File: config.mk
export PLATFORM = sky130hd
export DESIGN_NAME = punc_mem_responder
export DESIGN_NICKNAME = d
export VERILOG_FILES = /design/src/rtl/punc_mem_responder.sv
export SDC_FILE = /design/constraint.sdc
export NUM_CORES = 2
export LEC_CHECK = 0
export CAP_MARGIN = 5
export CORE_AREA = 2 2 429 431
export DETAILED_ROUTE_END_ITERATION = 12
export DIE_AREA = 0 0 431 433
export SYNTH_ARGS = -nofsm -noshare
export SYNTH_HDL_FRONTEND = slang
export SYNTH_SLANG_ARGS = --single-unit
File: constraint.sdc
create_clock -name clk -period 4.2 [get_ports clk]
set_clock_uncertainty 0.1 [all_clocks]
set_input_delay 1.26 -clock clk [delete_from_list [all_inputs] [get_ports clk]]
set_output_delay 1.26 -clock clk [all_outputs]
set_load 0.02 [all_outputs]
File: src/rtl/punc_mem_responder.sv
// punc_mem_responder
// Word-addressed 16-bit memory with a fixed, parameterised access latency.
// It accepts one request at a time on a valid/ready handshake. After
// LATENCY cycles it returns a response, which it holds until the
// initiator accepts it. The PUnC control FSM uses it as a realistic
// multi-cycle memory.

module punc_mem_responder #(
    parameter int MEM_DEPTH = 128,
    parameter int LATENCY   = 2
) (
    input  logic        clk,
    input  logic        rst,
    input  logic        req_valid,
    output logic        req_ready,
    input  logic        req_we,
    input  logic [15:0] req_addr,
    input  logic [15:0] req_wdata,
    output logic        rsp_valid,
    input  logic        rsp_ready,
    output logic [15:0] rsp_rdata,
    output logic        rsp_err
);

    localparam int          AW        = (MEM_DEPTH > 1) ? $clog2(MEM_DEPTH) : 1;
    localparam logic [16:0] DEPTH_LIM = 17'(MEM_DEPTH);
    localparam logic [3:0]  CNT_LOAD  = 4'(LATENCY - 1);

    typedef enum logic [1:0] {
        IDLE,
        WAIT,
        RESP
    } state_t;

    state_t        state;
    logic [3:0]    cnt;
    logic          lat_we;
    logic [15:0]   lat_addr;
    logic [15:0]   lat_wdata;

    logic [15:0]   mem [MEM_DEPTH];

    logic          in_range;
    logic          access;
    logic          do_write;
    logic [AW-1:0] mem_idx;

    // Compare the full 16-bit address so that high addresses never wrap
    // onto a real location.
    assign in_range = ({1'b0, lat_addr} < DEPTH_LIM);
    assign access   = (state == WAIT) && (cnt == 4'd0);
    assign do_write = access && lat_we && in_range;
    assign mem_idx  = lat_addr[AW-1:0];

    // Storage array: commits a latched write on the cycle WAIT exits.
    // NOTE: the array has no reset branch. Resetting every word would
    // cost a large reset tree and would block RAM inference. An async
    // reset forces state out of WAIT, so a dropped write can never
    // commit.
    always_ff @(posedge clk) begin
        if (do_write) begin
            mem[mem_idx] <= lat_wdata;
        end
    end

    // Control FSM: latches the request, counts latency, then presents and
    // holds the response with registered handshake outputs.
    // NOTE: every register below takes a non-blocking assignment. Other
    // blocks then see the values from before this edge, which is what
    // keeps simulation in step with the synthesised flops.
    always_ff @(posedge clk or negedge rst) begin
        if (!rst) begin
            state     <= IDLE;
            cnt       <= 4'd0;
            lat_we    <= 1'b0;
            lat_addr  <= 16'h0000;
            lat_wdata <= 16'h0000;
            req_ready <= 1'b1;
            rsp_valid <= 1'b0;
            rsp_rdata <= 16'h0000;
            rsp_err   <= 1'b0;
        end else begin
            case (state)
                IDLE: begin
                    if (req_valid) begin
                        lat_we    <= req_we;
                        lat_addr  <= req_addr;
                        lat_wdata <= req_wdata;
                        cnt       <= CNT_LOAD;
                        req_ready <= 1'b0;
                        state     <= WAIT;
                    end
                end

                WAIT: begin
                    if (cnt != 4'd0) begin
                        cnt <= cnt - 4'd1;
                    end else begin
                        // The memory block performs the write on this
                        // same edge. Only read data is returned here.
                        if (in_range && !lat_we) begin
                            rsp_rdata <= mem[mem_idx];
                        end else begin
                            rsp_rdata <= 16'h0000;
                        end
                        rsp_err   <= !in_range;
                        rsp_valid <= 1'b1;
                        state     <= RESP;
                    end
                end

                RESP: begin
                    // The next request can only be taken from IDLE. That
                    // rules out accepting one in the same cycle as the
                    // response handshake.
                    if (rsp_ready) begin
                        rsp_valid <= 1'b0;
                        req_ready <= 1'b1;
                        state     <= IDLE;
                    end
                end

                default: begin
                    state     <= IDLE;
                    req_ready <= 1'b1;
                    rsp_valid <= 1'b0;
                end
            endcase
        end
    end

endmodule

==> results.json <==
{
  "drive_above_1_share_pct": 14.4,
  "drt_iter0_drc": 5039,
  "overflow": 0,
  "antenna_found_initial": 9,
  "rsz0062_at_grt": "false",
  "syn_to_final_growth_pct": 14.7,
  "cts.sinks": 2106,
  "synthTopCellsByArea": "edfxtp_1 75%, mux2i_1 13%, o22ai_1 3.9%",
  "async_flop_share_pct": 2.75,
  "slew-limit-headroom_pct": 8.07,
  "r2r-end": "rsp_rdata[3]",
  "synth-xor-area-share_pct": 0.0215,
  "leakage_nw": 31.8,
  "place_inst": 7067,
  "syn_nets": 4572,
  "drcViolationCount": 0,
  "critPathMaxStageDelay_ns": 0.75,
  "worstPathCellList": "buf_12 -> buf_12 -> mux2i_1 -> o22ai_1 -> o21ai_0 -> a41oi_1 -> nor4_1 -> o21ai_1",
  "seqCellArea_um2": 63000,
  "reg2regPathDepth": 8,
  "rows": 157,
  "clock_path_buffers": 3,
  "fin_cells": 7463,
  "crit_cells": 8,
  "gp_congestion": 0.844,
  "fmax_mhz": 247,
  "synth_cell_types": 39,
  "syn_area_um2": 81600,
  "port_buffers": 55,
  "synth_top_family_by_area": "multiplexers",
  "drt_pass1_iterations": 8,
  "multiInputGateArea_um2": 16900,
  "vias_per_cell": 5.89,
  "crit_start": "lat_addr[0]",
  "htreeDepth": 4,
  "crit_buf_inv": 2,
  "worstMarginPinSlew_ns": 1.38,
  "worstSetupEndpointType": "register",
  "grt_pass1_vias": 42000,
  "slew_violations": 0,
  "routed_wirelength_mm": 217,
  "fin_setup_tns_ns": 0,
  "cts-hold-fix-buffers": 0,
  "drv_cap": 0,
  "crit_slowest_cell": "a41oi_1",
  "fin_crit_ns": 4.05,
  "worstPathArrival_ns": 4.60,
  "critical_path_class": "register to register",
  "synth-simple-area-share_pct": 1.21,
  "peakVddDrop_mv": 1.08,
  "start_util_pct": 44.8,
  "core_area_um2": 182000,
  "seq_area_frac_synth_pct": 77.2,
  "dp_hpwl_mm": 131,
  "cp_top_family": "compound AO/OA/AOI/OAI gates",
  "cts_tree": "yes",
  "crit_path_frequent_cell": "buf_12",
  "endpoint": "rsp_rdata[3]",
  "n_fill_cell": 14500,
  "post_drt_wl_per_cell_um": 29.1,
  "cts_buffers": 210,
  "synthCells": 4533,
  "synth-adder-area-share_pct": 0.0307,
  "outcome": "finished clean",
  "cp-start-kind": "register",
  "postCtsSetupBuffers": 0,
  "postRouteAntennaNets": 0,
  "yosys.area.top_type": "edfxtp_1",
  "synth_mux_area_share_pct": 13.0,
  "finalHoldViolations": 0,
  "clock_latency_ns": 0.83,
  "nets": 4934,
  "clockRootBuffer": "clkbuf_16",
  "io_pins": 56,
  "worstPathRequired_ns": 4.75,
  "ys.flop_type": "edfxtp_1",
  "ys_warn_count": 0,
  "grt_pass1_wl_mm": 310,
  "grt_util_all_layers_pct": 23.0,
  "clkTransAtPathRegs_ns": 0.06,
  "critPathMaxFanout": 69,
  "synth-seq-cells": 2106,
  "finalSetupViolations": 0,
  "hold_path.class": "register to register",
  "power_density_nw_per_um2": 701,
  "min_period_over_period_pct": 96.5,
  "ctsResizeCount": 0,
  "die_h_um": 433,
  "syn_avg_cell_area_um2": 18.0,
  "vias": 43900,
  "r2r_slack_ns": 0.15,
  "grt_max_degree": 105,
  "r2r_start": "lat_addr[0]",
  "synth_top_area_share_pct": 75.4,
  "die-width_um": 431,
  "synth-compound-area-share_pct": 6.35,
  "die_area_um2": 187000,
  "synth_edf_count": 2048
}
[sequential cells by signal (all words and copies together) (netlist names)]
signal and flops:
rsp_err 1, req_ready 1, lat_we 1, rsp_valid 1
lat_wdata 16, mem 2048, rsp_rdata 16, lat_addr 16
state 2, cnt 4
[synth_stat cells, types with 2 or more instances]
cell      instances
edfxtp_1       2048
mux2i_1        1024
o22ai_1         513
o21ai_0         206
nor2_1          136
buf_2           116
buf_4            85
o21ai_1          68
a41oi_1          64
dfrtp_1          57
clkbuf_1         43
nand2_1          41
buf_6            34
mux2_2           33
nor4_1           18
nor2b_1           6
inv_1             4
nand2b_1          4
nand3_1           4
a21oi_1           3
buf_1             3
and2b_1           2
ha_1              2
nand3_2           2
nor3b_2           2
or2_1             2
[stage by stage]
stage          worst slack (ns)  hold slack [ns]  power [mW]  cell area (µm²)  utilization [%]
6_report                  0.146            0.408        65.6            93600             51.4
5_1_grt                  0.0990            0.430        67.7            93600             51.4
4_1_cts                   0.231            0.410        65.8            93600             51.4
3_5_place_dp              0.261            0.396        47.7            86900             47.7
3_3_place_gp              0.218            0.385        47.5            86900             47.7
2_1_floorplan              1.31            0.372        39.4            81600                -
[power by group]
group	internal (mW)	switching [mW]	total, mW
registers	26.4	2.26	28.7
clock network	10.4	7.82	18.2
logic	6.54	12.2	18.7
total	43.3	22.3	65.6
[layer usage]
| metal | routed length (µm) | up-vias | global-route usage (%) |
|---|---|---|---|
| li1 | - | 19100 | - |
| met1 | 94100 | 22800 | 33.4 |
| met2 | 100000 | 1790 | 35.7 |
| met3 | 16800 | 302 | 3.93 |
| met4 | 6160 | 0 | 6.92 |
| met5 | 0 | - | 0 |
[worst min-delay path by stage]
stage / cells past startpoint / end / slack [ns] / startpoint
after floorplan: 1 / lat_addr[12] / 0.37 / lat_addr[12]
after global placement: 1 / lat_addr[13] / 0.39 / lat_addr[13]
after detailed placement: 1 / lat_addr[11] / 0.40 / lat_addr[11]
after CTS: 1 / lat_addr[12] / 0.41 / lat_addr[12]
after global routing: 1 / lat_addr[15] / 0.43 / lat_addr[15]
final: 1 / lat_addr[15] / 0.41 / lat_addr[15]
[layout by cell type (no fill, tap or decap), types with 2 or more instances in the layout]
master	instances
a21oi_1	3
a41oi_1	64
buf_12	50
buf_4	326
bufinv_16	13
clkbuf_1	61
clkbuf_16	213
clkbuf_8	13
clkdlybuf4s50_1	54
clkinv_1	40
clkinv_2	29
clkinv_4	6
clkinv_8	5
clkinvlp_4	7
dfrtp_1	40
dfrtp_4	17
diode_2	2
edfxtp_1	2048
ha_1	2
inv_1	4
inv_6	4
mux2_2	33
mux2i_1	1024
nand2_1	40
nand2b_1	3
nand2b_4	2
nand3_1	4
nand3_2	2
nor2_1	135
nor2b_1	5
nor4_1	18
o21ai_0	206
o21ai_1	68
o22ai_1	513
[logic make-up (layout without fill, tap and decap cells)]
family | count (synthesis) | after routing
AO/OA/AOI/OAI | 857 | 857
XOR/XNOR | 2 | 2
adder cells (fa/ha/maj) | 2 | 2
buffers and inverters | 285 | 828
flip-flops | 2106 | 2106
multiplexers | 1057 | 1057
other | 0 | 2
AND/OR/NAND/NOR | 224 | 224
[area by class of cell]
type / count / area share [%]
antenna: 2 / 0.00535
clock buffer: 287 / 6.13
clock inverter: 106 / 1.02
inverter: 4 / 0.0160
multi-input combinational: 2142 / 18.0
sequential: 2106 / 67.3
tap: 2385 / 3.19
timing repair buffer: 431 / 4.27
Power figures use the tool's default switching activity.
